File: src/rtl/frame_buffer_sequencer_if.sv
// Raster, renderer handshake and status bundle between the VGA pipeline and
// the frame buffer sequencer.
interface frame_buffer_sequencer_if #(
    parameter int BUF_W = 2,
    parameter int CNT_W = 8
);
    logic [10:0]      hcount;
    logic [10:0]      vcount;
    logic             draw_done;
    logic [BUF_W-1:0] disp_buf;
    logic [BUF_W-1:0] draw_buf;
    logic             draw_ready;
    logic             swap_pulse;
    logic [CNT_W-1:0] frame_count;
    logic [CNT_W-1:0] drop_count;
    logic             overflow;

    modport slave (
        input  hcount, vcount, draw_done,
        output disp_buf, draw_buf, draw_ready, swap_pulse,
        output frame_count, drop_count, overflow
    );

    modport master (
        output hcount, vcount, draw_done,
        input  disp_buf, draw_buf, draw_ready, swap_pulse,
        input  frame_count, drop_count, overflow
    );
endinterface

File: src/rtl/frame_buffer_sequencer.sv
// N-buffer frame sequencer: tracks display/draw buffers and the completed-frame
// queue, advancing the display buffer only at the end of the visible raster.
module frame_buffer_sequencer #(
    parameter int NUM_BUFS = 2,
    parameter int BUF_W    = 2,
    parameter int H_LAST   = 639,
    parameter int V_LAST   = 479,
    parameter int CNT_W    = 8
) (
    input  logic                    clk,
    input  logic                    rst_n,
    frame_buffer_sequencer_if.slave bus
);

    logic [BUF_W-1:0] disp_buf_q, disp_buf_d;
    logic [BUF_W-1:0] draw_buf_q, draw_buf_d;
    logic [BUF_W-1:0] q_q, q_d;
    logic             draw_ready_q, draw_ready_d;
    logic             swap_pulse_q, swap_pulse_d;
    logic [CNT_W-1:0] frame_count_q, frame_count_d;
    logic [CNT_W-1:0] drop_count_q, drop_count_d;
    logic             overflow_q, overflow_d;
    logic             fe_prev_q, fe_prev_d;

    logic fe_raw, fe, acc, swap;

    // Sum is at most 2*NUM_BUFS-1, so a single conditional subtract is a full mod.
    function automatic logic [BUF_W-1:0] wrap_idx(input logic [BUF_W:0] s);
        if (s >= (BUF_W+1)'(NUM_BUFS))
            return BUF_W'(s - (BUF_W+1)'(NUM_BUFS));
        else
            return s[BUF_W-1:0];
    endfunction

    always_comb begin
        fe_raw = (bus.hcount == 11'(H_LAST)) && (bus.vcount == 11'(V_LAST));
        fe     = fe_raw & ~fe_prev_q;
        acc    = bus.draw_done & draw_ready_q;
        swap   = fe && (q_q != '0);

        fe_prev_d     = fe_raw;
        swap_pulse_d  = swap;
        overflow_d    = overflow_q | (bus.draw_done & ~draw_ready_q);
        disp_buf_d    = disp_buf_q;
        frame_count_d = frame_count_q;
        drop_count_d  = drop_count_q;

        // Swap decision uses the queue depth before this cycle's accept.
        q_d = q_q + BUF_W'(acc) - BUF_W'(swap);

        if (fe) begin
            frame_count_d = frame_count_q + 1'b1;
            if (swap)
                disp_buf_d = wrap_idx({1'b0, disp_buf_q} + (BUF_W+1)'(1));
            else if (drop_count_q != {CNT_W{1'b1}})
                drop_count_d = drop_count_q + 1'b1;
        end

        draw_buf_d   = wrap_idx({1'b0, disp_buf_d} + {1'b0, q_d} + (BUF_W+1)'(1));
        draw_ready_d = (q_d < BUF_W'(NUM_BUFS - 1));
    end

    always_ff @(posedge clk) begin
        if (!rst_n) begin
            disp_buf_q    <= '0;
            draw_buf_q    <= BUF_W'(1);
            q_q           <= '0;
            draw_ready_q  <= 1'b1;
            swap_pulse_q  <= 1'b0;
            frame_count_q <= '0;
            drop_count_q  <= '0;
            overflow_q    <= 1'b0;
            fe_prev_q     <= 1'b1;
        end else begin
            disp_buf_q    <= disp_buf_d;
            draw_buf_q    <= draw_buf_d;
            q_q           <= q_d;
            draw_ready_q  <= draw_ready_d;
            swap_pulse_q  <= swap_pulse_d;
            frame_count_q <= frame_count_d;
            drop_count_q  <= drop_count_d;
            overflow_q    <= overflow_d;
            fe_prev_q     <= fe_prev_d;
        end
    end

    assign bus.disp_buf    = disp_buf_q;
    assign bus.draw_buf    = draw_buf_q;
    assign bus.draw_ready  = draw_ready_q;
    assign bus.swap_pulse  = swap_pulse_q;
    assign bus.frame_count = frame_count_q;
    assign bus.drop_count  = drop_count_q;
    assign bus.overflow    = overflow_q;

endmodule
File: src/flat_wrapper.sv
// flat-port wrapper written by rule: the top's interface ports become plain ports
module frame_buffer_sequencer_flat 
#(
    parameter int NUM_BUFS = 2,
    parameter int BUF_W    = 2,
    parameter int H_LAST   = 639,
    parameter int V_LAST   = 479,
    parameter int CNT_W    = 8
)
  (clk, rst_n, bus_hcount, bus_vcount, bus_draw_done, bus_disp_buf, bus_draw_buf, bus_draw_ready, bus_swap_pulse, bus_frame_count, bus_drop_count, bus_overflow);
  frame_buffer_sequencer_if #(.BUF_W(BUF_W), .CNT_W(CNT_W)) bus_i ();
  input  logic clk;
  input  logic rst_n;
  input wire logic [$bits(bus_i.hcount)-1:0] bus_hcount;
  input wire logic [$bits(bus_i.vcount)-1:0] bus_vcount;
  input wire logic [$bits(bus_i.draw_done)-1:0] bus_draw_done;
  output wire logic [$bits(bus_i.disp_buf)-1:0] bus_disp_buf;
  output wire logic [$bits(bus_i.draw_buf)-1:0] bus_draw_buf;
  output wire logic [$bits(bus_i.draw_ready)-1:0] bus_draw_ready;
  output wire logic [$bits(bus_i.swap_pulse)-1:0] bus_swap_pulse;
  output wire logic [$bits(bus_i.frame_count)-1:0] bus_frame_count;
  output wire logic [$bits(bus_i.drop_count)-1:0] bus_drop_count;
  output wire logic [$bits(bus_i.overflow)-1:0] bus_overflow;
  assign bus_i.hcount = bus_hcount;
  assign bus_i.vcount = bus_vcount;
  assign bus_i.draw_done = bus_draw_done;
  assign bus_disp_buf = bus_i.disp_buf;
  assign bus_draw_buf = bus_i.draw_buf;
  assign bus_draw_ready = bus_i.draw_ready;
  assign bus_swap_pulse = bus_i.swap_pulse;
  assign bus_frame_count = bus_i.frame_count;
  assign bus_drop_count = bus_i.drop_count;
  assign bus_overflow = bus_i.overflow;
  frame_buffer_sequencer #(.NUM_BUFS(NUM_BUFS), .BUF_W(BUF_W), .H_LAST(H_LAST), .V_LAST(V_LAST), .CNT_W(CNT_W)) u_core (.clk(clk), .rst_n(rst_n), .bus(bus_i));
endmodule
File: config.mk
export PLATFORM = sky130hd
export DESIGN_NAME = frame_buffer_sequencer_flat
export DESIGN_NICKNAME = d
export VERILOG_FILES = /design/src/rtl/frame_buffer_sequencer_if.sv /design/src/rtl/frame_buffer_sequencer.sv /design/src/flat_wrapper.sv
export SDC_FILE = /design/constraint.sdc
export NUM_CORES = 1
export LEC_CHECK = 0
export BUFFER_PORTS_ARGS = -buffer_cell sky130_fd_sc_hd__buf_4
export CAP_MARGIN = 20
export CORE_UTILIZATION = 47
export CTS_CLUSTER_DIAMETER = 40
export DETAILED_ROUTE_END_ITERATION = 10
export PLACE_DENSITY = 0.78
export SYNTH_ARGS = -nofsm -noshare
export SYNTH_HDL_FRONTEND = slang
export SYNTH_SLANG_ARGS = --single-unit
export TNS_END_PERCENT = 100
File: constraint.sdc
create_clock -name clk -period 3.1 [get_ports clk]
set_input_delay 0.465 -clock clk [delete_from_list [all_inputs] [get_ports clk]]
set_output_delay 0.465 -clock clk [all_outputs]
set_load 0.01 [all_outputs]
# Word level (Yosys, flattened, before mapping)
# Index checks and enable logic that the tools add are counted.
[totals]
inputBits = 25
out_inout_bits = 23
ff_bits = 26
[classes]
addsub = 9
magnitude_cmp = 3
bitwise = 7
n_mux = 4
n_eq_ne = 3
n_reduce_logical = 4
[ops]
columns = ["cell", "n"]
rows = [
  ["8-bit by 1-bit adder with 8-bit output, second input constant", 2],
  ["11-bit by 10-bit equality test with 1-bit output, second input constant", 1],
  ["11-bit by 9-bit equality test with 1-bit output, second input constant", 1],
  ["2-bit two-way mux", 4],
  ["8-bit inequality test, second input constant", 1],
  ["3-bit by 2-bit >= comparator with 1-bit output, second input constant", 2],
  ["2-bit subtractor, second input constant", 2],
  ["2-bit by 1-bit adder with 3-bit output, second input constant", 1],
  ["2-bit by 2-bit adder with 3-bit output", 1],
  ["3-bit by 1-bit adder with 3-bit output, second input constant", 1],
  ["1-bit AND", 3],
  ["1-bit inverter", 3],
  ["3-bit AND reduction", 1],
  ["2-bit by 1-bit adder with 2-bit output", 1],
  ["1-bit logical AND", 2],
  ["2-bit by 1-bit < comparator with 1-bit output, second input constant", 1],
  ["2-bit nonzero test", 1],
  ["2-bit by 1-bit subtractor with 2-bit output", 1],
  ["1-bit bitwise OR", 1],
]

# Logic depth before layout (Yosys ltp)
# Gate-level depths: netlist (run 1).
[logic_depth]
word_depth = 10
ltp_mapped = 12
ltp_nobuf = 12

# Worst setup path before layout (run 1)
# No wires, ideal clock.
[synth_timing]
kind = "in2reg"
from = "input port bus_hcount[10]"
to = "register u_core.draw_buf_q[1] (netlist: u_core.bus.draw_buf[1])"
n_path_buf = 0
path_slack_ns = 0.326
t_arrival_ns = 2.710
t_required_ns = 3.036
setup_time_ns = 0.064
path_stages = 12
path_cell_list = "nand4bb_4 nor4_4 nand3b_1 inv_1 ha_1 inv_1 ha_1 xor2_1 xnor2_1 fa_1 nand2_1 nor2_1"
[synth_via]
elab_chain_cells = 10
word_cells_on_any_way = 12
[synth_lines]
columns = ["element", "line", "source"]
rows = [
  ["start: declaration", "flat_wrapper.sv:14", "input wire logic [$bits(bus_i.hcount)-1:0] bus_hcount;"],
  ["11-bit by 10-bit equality test with 1-bit output (*)", "frame_buffer_sequencer.sv:36", "fe_raw = (bus.hcount == 11'(H_LAST)) && (bus.vcount == 11'(V_LAST));"],
  ["1-bit logical AND (*)", "frame_buffer_sequencer.sv:36", ""],
  ["1-bit AND (*)", "frame_buffer_sequencer.sv:37", "fe = fe_raw & ~fe_prev_q;"],
  ["1-bit logical AND (*)", "frame_buffer_sequencer.sv:39", "swap = fe && (q_q != '0);"],
  ["named net u_core.swap", "frame_buffer_sequencer.sv:25", "logic fe_raw, fe, acc, swap;"],
  ["parallel branches: the longest is 2 deep, another holds 2-bit by 1-bit subtractor with 2-bit output", "n/a", ""],
  ["2-bit by 2-bit adder with 3-bit output (*)", "frame_buffer_sequencer.sv:59", "draw_buf_d = wrap_idx({1'b0, disp_buf_d} + {1'b0, q_d} + (BUF_W+1)'(1));"],
  ["3-bit by 1-bit adder with 3-bit output (*)", "frame_buffer_sequencer.sv:59", ""],
  ["3-bit by 2-bit >= comparator with 1-bit output / 2-bit subtractor (equally long branches)", "frame_buffer_sequencer.sv:29, frame_buffer_sequencer.sv:30", ""],
  ["2-bit two-way mux (*)", "frame_buffer_sequencer.sv:29", "if (s >= (BUF_W+1)'(NUM_BUFS))"],
  ["end signal: assignment", "frame_buffer_sequencer.sv:76", "draw_buf_q <= draw_buf_d;"],
  ["end: declaration", "frame_buffer_sequencer.sv:16", "logic [BUF_W-1:0] draw_buf_q, draw_buf_d;"],
]
# Mark *: on every way through the listed nets, which the timed path passes.
# A chain may end at the register's enable or synchronous reset.

# Worst setup path in the final report (run 1)
# Same ends and word-level chain as after synthesis.

==> results of run 1 <==
final timing paths:
path                                       end  depth (start not counted)
min reg2reg     u_core.bus.overflow$_SDFF_PN0_                          2
max          u_core.bus.draw_buf[1]$_SDFF_PN0_                         13
max reg2reg  u_core.bus.draw_buf[1]$_SDFF_PN0_                         11
min                u_core.fe_prev_q$_SDFF_PN1_                          2
registers in the layout, indices dropped and copies added, names as in the netlist:
signal	count
u_core.bus.disp_buf	2
u_core.bus.draw_buf	2
u_core.bus.draw_ready	1
u_core.bus.drop_count	8
u_core.bus.frame_count	8
u_core.bus.overflow	1
u_core.bus.swap_pulse	1
u_core.fe_prev_q	1
u_core.q_q	2
stage by stage:
step	setup slack (ps)	power, W	std cells
4_1_cts	524	0.000715	215
2_1_floorplan	326	0.000429	135
3_3_place_gp	297	0.000480	211
6_report	522	0.000710	215
5_1_grt	390	0.000743	215
3_5_place_dp	186	0.000489	211
synth_stat cells (2+ instances only):
library cell / n
nand2b_1: 2
xor2_1: 8
dfxtp_1: 26
nor2_1: 17
nand4_1: 4
o21ai_0: 7
clkbuf_1: 2
a21oi_1: 9
nand3_1: 7
ha_1: 5
nand4b_1: 4
or3_1: 6
nand2_1: 11
inv_1: 7
nor3_1: 3
and2_1: 2
routing by layer:
layer  vias up  share of wire  track usage
li1        576              -            -
met1       530           0.43        0.245
met2        40           0.50        0.361
met3         3          0.060       0.0261
met4         0          0.010       0.0746
met5         -              0            0
critical path: stages:
cell       delay (ps)
buf_4             110
nand4bb_4         230
nor4_4            310
nand3b_1          200
inv_1             100
ha_1              220
inv_1              60
ha_1              150
xor2_1            180
xnor2_1           130
fa_1              560
nand2_1            50
nor2_1             80
logic make-up after synthesis:
logic type,synth area share
mux,0.00826
compound gates,0.0868
flops,0.430
buf+inv,0.0320
simple gates,0.310
fa+ha+maj,0.0682
xor+xnor,0.0651
power by group through the flow:
| stage | sequential, W | combinational (W) | clock (W) |
|---|---|---|---|
| final | 0.000360 | 0.000120 | 0.000230 |
| after global routing | 0.000363 | 0.000131 | 0.000250 |
| after CTS | 0.000360 | 0.000121 | 0.000234 |
| after detailed placement | 0.000368 | 0.000121 | 0 |
| after global placement | 0.000367 | 0.000112 | 0 |
| after floorplan | 0.000373 | 0.0000566 | 0 |
layout make-up:
type | instances | area, sq um | area share
well taps | 30 | 37.5 | 0.0227
inverters | 7 | 26.3 | 0.0159
clock buffers | 3 | 22.5 | 0.0136
clock inverters | 1 | 30.0 | 0.0181
flip-flops and latches | 26 | 520 | 0.314
repair buffers | 49 | 368 | 0.222
multi-input cells | 99 | 652 | 0.394
==> flow_summary.toml, run 1 <==
[detailed_routing]
wl_per_cell_um = 12.6
dr.pass1.iters = 4
wl_um = 2710
drtIter0Drc = 14
drtAntennaViolNets = 0
vias_per_cell = 5.34
vias = 1149
drc = 0

[final_layout]
syn_to_final_growth_pct = 36.8
finish.instance_area_sq_um = 1660
final_common_cell = "buf_4"
finalNetCount = 217
final_cell_mix = "49 x buf_4, 26 x dfxtp_1, 17 x nor2_1"
n_antenna_cell = 0
fin_util = 0.675
drive_gt1_frac = 0.303
nFillCells = 203

[critical_path]
start_kind = "input port"
rrSetupSlack_ps = 660
r2r_start = "u_core.fe_prev_q$_SDFF_PN1_"
worstPathMaxFanout = 4
arrival_ps = 2850
path_class = "input port to flop"
endpoint_kind = "flop"
startpoint = "bus_hcount[10]"
cp.required_ps = 3370

[power_and_ir_drop]
cellLeakagePower_nw = 0.728
p_int_w = 0.000546
switching_share = 0.231
p_comb_frac = 0.169
clockPowerShare = 0.323
power_frac_seq = 0.507
power.switching_w = 0.000164
pwr_density_cell_nw_per_um2 = 429
vdd_drop_max_uv = 383

[sta]
fin_skew_ps = 1.20
rsz0062_at_grt = "no"
hold_viol = 0
whs_ps = 330
worstMarginPinSlew_ps = 667
setup_tns_ps = 0
slew_headroom = 0.555
setup_viol = 0
fin_crit_ps = 2580
fmax_ghz = 0.388
fin_crit_sh = 0.832
slew_viol_final = 0

[floorplan]
die_w_um = 52.8
ioPinCount = 48
dieArea_sq_um = 2780
coreArea_sq_um = 2450
die_y_um = 52.8
start_util = 0.493
num_rows = 18

[cts]
cts_buffers = 3
cts_max_level = 1
cts.sinks = 26
post_cts_buffers = 0
postCtsHoldBufs = 0
cts.clk_slew.worst_paths_ps = 130
cts_resized = 0
clock_path_buffers = 2
clk_latency_ps = 320
cts_root_buf = "clkbuf_4"
cts_tree = "yes"

[yosys]
synth-seq-cells = 26
avgSynthCellArea_sq_um = 8.97
yosysTopAreaCellShare = 0.430
synthArstFlopShare = 0
ys_types = 31
ys_top_cells_by_area = "dfxtp_1 43%, xor2_1 5.8%, nor2_1 5.3%, ha_1 5.2%, a21oi_1 3.7%"
netlist_area_sq_um = 1210
synth_edf_count = 0
ys.flop_type = "dfxtp_1"
ys.warnings.count = 0
synth_seq_area_share = 0.430
postSynthCellCount = 135
synthesis.nets = 166
yosys.area.top_type = "dfxtp_1"

[global_route]
grt_usage = 0.203
grt_max_degree = 22
grt_pass1_wl_um = 4150
antenna_found_initial = 0
grt_overflow = 0
grt_pass1_vias = 1025

[place]
hpwl_um = 2110
placed_area_sq_um = 1600
port_buffers = 47
gp_congestion = 0.831

[worst_hold_path]
hold_class = "input port to flop"
worstHoldStart = "rst_n"

[run]
max_cap_viol_count = 0

[outcome]
status = "finished, final reports clean"
Power figures use the tool's default switching activity.
==> run 2, diff against run 1 <==
- ABC_AREA: unset -> 1
- CORE_UTILIZATION: 47 -> 49
- PLACE_DENSITY: 0.78 -> 0.77
- clock period: 3.1 -> 2.7 ns (I/O delays scaled with it)
==> run 2 against run 1 <==
- the flow now finishes with violations (design-rule violations)
- final cell count up 40%
- die area up 17%
- synthesized area up 23%
- count of clock-buffer cells in the layout unchanged
- wire length up 20%
- combinational power up 55%
- utilization up 0.41 points
- largest power group unchanged
==> flow_summary.toml, run 2 <==
[global_route]
grt_overflow = 0
grt_pass1_wl_um = 5580
antenna_found_initial = 0
grt_usage = 0.215
grt_pass1_vias = 1359
grt_max_degree = 18

[sta]
setup_tns_ps = 0
setup_viol = 0
slew_headroom = 0.673
whs_ps = 330
fin_crit_sh = 0.898
fin_crit_ps = 2420
worstMarginPinSlew_ps = 487
fin_skew_ps = 8.50
slew_viol_final = 0
hold_viol = 0
fmax_ghz = 0.413
rsz0062_at_grt = "no"

[yosys]
postSynthCellCount = 217
synthArstFlopShare = 0
yosysTopAreaCellShare = 0.350
yosys.area.top_type = "dfxtp_1"
ys.flop_type = "dfxtp_1"
synth_edf_count = 0
ys_top_cells_by_area = "dfxtp_1 35%, nand2_1 15%, inv_1 7.1%, nand4_1 6.3%, nor2_1 6.1%"
synthesis.nets = 248
avgSynthCellArea_sq_um = 6.86
synth.most_common_cell = "nand2_1"
netlist_area_sq_um = 1490
synth-seq-cells = 26
ys_types = 25
synth_seq_area_share = 0.350
ys.warnings.count = 0
netlist_top_cells_count = "59 x nand2_1, 28 x inv_1, 26 x dfxtp_1"

[power_and_ir_drop]
p_int_w = 0.000545
cellLeakagePower_nw = 0.921
vdd_drop_max_uv = 483
pwr_density_cell_nw_per_um2 = 398
switching_share = 0.288
power_frac_seq = 0.545
total_power_w = 0.000765
p_comb_frac = 0.243
clockPowerShare = 0.212
power.switching_w = 0.000221

[detailed_routing]
dr.pass1.iters = 7
drc = 4
vias_per_cell = 5.13
vias = 1538
wl_per_cell_um = 10.8
drtAntennaViolNets = 0
wl_um = 3250
drtIter0Drc = 49

[final_layout]
drive_gt1_frac = 0.253
final_cell_mix = "59 x nand2_1, 52 x buf_4, 28 x inv_1"
final-instance-count-excl-fill = 300
fin_util = 0.679
final_common_cell = "nand2_1"
n_antenna_cell = 0
finalNetCount = 302
syn_to_final_growth_pct = 29.0

[floorplan]
start_util = 0.526
num_rows = 19
dieArea_sq_um = 3260
coreArea_sq_um = 2830
die_w_um = 57.1
ioPinCount = 48
die_y_um = 57.1

[critical_path]
path_delay_family = "adder cells"
critPathBufInv = 5
path_class = "input port to flop"
endpoint_kind = "flop"
rrSetupSlack_ps = 370
worst_path_most_repeated_cell = "inv_1"
worstPathMaxFanout = 2
max_stage_delay_ps = 530
crit_chain = "buf_4, inv_1, nand4_1, or2_2, nor4_1, nand2_1, inv_1, ha_1, inv_1, ha_1, xnor2_1, xnor2_1, inv_1, fa_1, nand2_1, nor2_1"
slowest_stage = "fa_1"
arrival_ps = 2680
start_kind = "input port"
cp.required_ps = 2960

[place]
dp_cells = 297
hpwl_um = 2550
gp_congestion = 0.827
port_buffers = 47

[run]
max_cap_viol_count = 0

[cts]
cts_resized = 0
cts.sinks = 26
clk_latency_ps = 320
cts_max_level = 1
postCtsHoldBufs = 0
clock_path_buffers = 2
cts.clk_slew.worst_paths_ps = 130
post_cts_buffers = 0
cts_buffers = 3
cts_root_buf = "clkbuf_4"
cts_tree = "yes"

[outcome]
violations = "design-rule violations"
status = "finished, violations left"

[worst_hold_path]
hold_class = "input port to flop"
## run 2: cell count changes after synthesis, moves of 2 or more
| cell | change |
|---|---|
| nand2_1 | +48 |
| nor2_2 | +8 |
| inv_1 | +21 |
| nand2_2 | +2 |
| xnor2_1 | +6 |
| nand2b_1 | -2 |
| or3_1 | -6 |
| nand4b_1 | -4 |
| nor2_1 | +7 |
| nand4_1 | +11 |
| and2_1 | -2 |
| xor2_1 | -3 |
| o21ai_0 | -4 |
| a21oi_1 | +6 |
## run 2: power by group through the flow
stage / combinational, W / clock [W] / sequential [W]
floorplan: 0.0000901 / 0 / 0.000430
global placement: 0.000180 / 0 / 0.000426
detailed placement: 0.000187 / 0 / 0.000426
CTS: 0.000187 / 0.000171 / 0.000417
global route: 0.000207 / 0.000185 / 0.000419
finish: 0.000186 / 0.000162 / 0.000417
## run 2: final timing paths
path / to / start / depth (start not counted)
max: u_core.bus.draw_buf[1]$_SDFF_PN0_ / bus_vcount[5] / 16
min: u_core.bus.draw_buf[0]$_SDFF_PN1_ / rst_n / 2
max reg2reg: u_core.bus.draw_buf[1]$_SDFF_PN0_ / u_core.fe_prev_q$_SDFF_PN1_ / 12
min reg2reg: u_core.bus.overflow$_SDFF_PN0_ / u_core.bus.overflow$_SDFF_PN0_ / 2
## run 2: area by class of cell
class	instances	area [sq um]
timing repair buffer	52	390
clock buffer	3	22.5
fill	282	908
tap	31	38.8
inverter	30	113
multi-input combinational	158	836
sequential	26	520
## run 2: kinds of logic after synthesis
group,synth area share
simple gates,0.371
xor+xnor,0.0706
buf+inv,0.0891
compound gates,0.0639
fa+ha+maj,0.0555
flops,0.350
## run 2: metal layers
metal	GRT usage	share of wire
met1	0.266	0.47
met2	0.376	0.47
met3	0.0431	0.044
met4	0.0662	0.013
met5	0	0
## run 2: through the flow
stage | area (sq um) | worst slack (ps)
3_5_place_dp | 1900 | -84.4
2_1_floorplan | 1490 | 170
6_report | 1920 | 276
3_3_place_gp | 1900 | -18.4
5_1_grt | 1920 | 78.0
4_1_cts | 1920 | 261
==> run 3, diff against run 2 <==
- CORE_MARGIN: unset -> 5
==> run 3 against run 2 <==
- the run now ends clean
- first-iteration DRC count grew to 2.5 times the previous value
- sequential share of layout area is 0.35 points lower
- die area is 30% higher
- count of clock-buffer cells in the layout stayed put
==> flow_summary.toml, run 3 (synthesized netlist as in run 2, its figures left out) <==
[outcome]
status = "finished, final reports clean"

[floorplan]
num_rows = 20
dieArea_sq_um = 4240
die_y_um = 65.1
die_w_um = 65.1
coreArea_sq_um = 2980
ioPinCount = 48
start_util = 0.500

[critical_path]
reg2reg_to = "u_core.bus.draw_buf[1]$_SDFF_PN0_"
cp.required_ps = 2970
arrival_ps = 2670
r2r_start = "u_core.fe_prev_q$_SDFF_PN1_"
start_kind = "input port"
worstPathMaxFanout = 2
path_class = "input port to flop"
rrSetupSlack_ps = 370
r2r_cells = 12
endpoint_kind = "flop"

[run]
max_cap_viol_count = 0

[power_and_ir_drop]
vdd_drop_max_uv = 442
total_power_w = 0.000862
pwr_density_cell_nw_per_um2 = 443
cellLeakagePower_nw = 0.931

[cts]
cts_max_level = 1
cts_buffers = 3
cts_resized = 0
cts.clk_slew.worst_paths_ps = 150
postCtsHoldBufs = 0
cts.sinks = 26
post_cts_buffers = 0
cts_root_buf = "clkbuf_4"
clock_path_buffers = 2
cts_tree = "yes"
clk_latency_ps = 320

[global_route]
grt_overflow = 0
grt_usage = 0.168
grt_pass1_wl_um = 5780
grt_pass1_vias = 1353
antenna_found_initial = 0
grt_max_degree = 18

[final_layout]
n_antenna_cell = 0
finish.instance_area_sq_um = 1950
seq_area_sq_um = 520
finalNetCount = 301
drive_gt1_frac = 0.253
final_common_cell = "nand2_1"
multi_input_area_sq_um = 836
final_cell_mix = "59 x nand2_1, 51 x buf_4, 28 x inv_1"
nFillCells = 284
syn_to_final_growth_pct = 30.7

[place]
placed_area_sq_um = 1890
gp_congestion = 0.809
port_buffers = 47
hpwl_um = 2570

[sta]
worstMarginPinSlew_ps = 513
rsz0062_at_grt = "no"
setup_viol = 0
fin_crit_sh = 0.889
slew_headroom = 0.656
slew_viol_final = 0
fmax_ghz = 0.417
fin_skew_ps = 4.92
fin_crit_ps = 2400
hold_viol = 0

[detailed_routing]
wl_per_cell_um = 11.0
vias = 1489
wl_um = 3320
drtAntennaViolNets = 0
vias_per_cell = 4.93
drc = 0
dr.pass1.iters = 4
drtIter0Drc = 124

[worst_hold_path]
hold_class = "input port to flop"
min_to = "u_core.fe_prev_q$_SDFF_PN1_"
worstHoldStart = "rst_n"
hold_depth = 2
run 3: cell types whose count changed in the layout (fill, tap and decap cells not counted), sizes merged:
cell,change
buf,-1
bufinv,+1
run 3: how the worst max path moves through the flow:
stage | start | endpoint | slack [ps] | depth (start not counted)
floorplan | bus_vcount[5] | u_core.bus.draw_buf[1]$_SDFF_PN0_ | 170 | 15
global placement | bus_vcount[5] | u_core.bus.draw_buf[1]$_SDFF_PN0_ | -20 | 16
detailed placement | bus_vcount[5] | u_core.bus.draw_buf[1]$_SDFF_PN0_ | -70 | 16
CTS | bus_vcount[5] | u_core.bus.draw_buf[1]$_SDFF_PN0_ | 270 | 16
global route | bus_vcount[10] | u_core.bus.draw_buf[1]$_SDFF_PN0_ | 60 | 16
finish | bus_vcount[5] | u_core.bus.draw_buf[1]$_SDFF_PN0_ | 300 | 16
run 3: final cells by class:
class | count | share of cell area
inverters | 30 | 0.0579
repair buffers | 51 | 0.197
well taps | 33 | 0.0212
clock buffers | 3 | 0.0116
flip-flops and latches | 26 | 0.268
clock inverters | 1 | 0.0154
multi-input cells | 158 | 0.430
run 3: worst max-delay path, stage by stage:
cell and delay [ps]:
buf_4 100, inv_1 60, nand4_1 60, or2_2 290, nor4_1 170, nand2_1 100
inv_1 70, ha_1 220, inv_1 50, ha_1 150, xnor2_1 130, xnor2_1 130
inv_1 90, fa_1 530, nand2_1 50, nor2_1 70
run 3: through the flow:
step                      setup WS (ps)  hold WS, ps  setup TNS (ps)   util  cells
final                               299          320               0  0.653    302
after detailed placement          -67.1          464           -67.1  0.636    298
after global placement            -21.9          456           -21.9  0.636    298
after CTS                           271          310               0  0.653    302
after floorplan                     170          502               0      -    217
after global routing               57.2          295               0  0.653    302
run 3: power breakdown:
group | internal (W) | total, W | switching [W] | leakage [nW]
Sequential | 0.000404 | 0.000418 | 0.0000134 | 0.211
Clock | 0.000150 | 0.000267 | 0.000117 | 0.0279
Combinational | 0.0000827 | 0.000177 | 0.0000939 | 0.692
run 3: metal layers:
metal  part of all wire  up-vias  GRT usage
li1                   -      793          -
met5                  0        -          0
met4             0.0090        0     0.0466
met1               0.48      659      0.225
met2               0.46       35      0.281
met3              0.054        2     0.0274
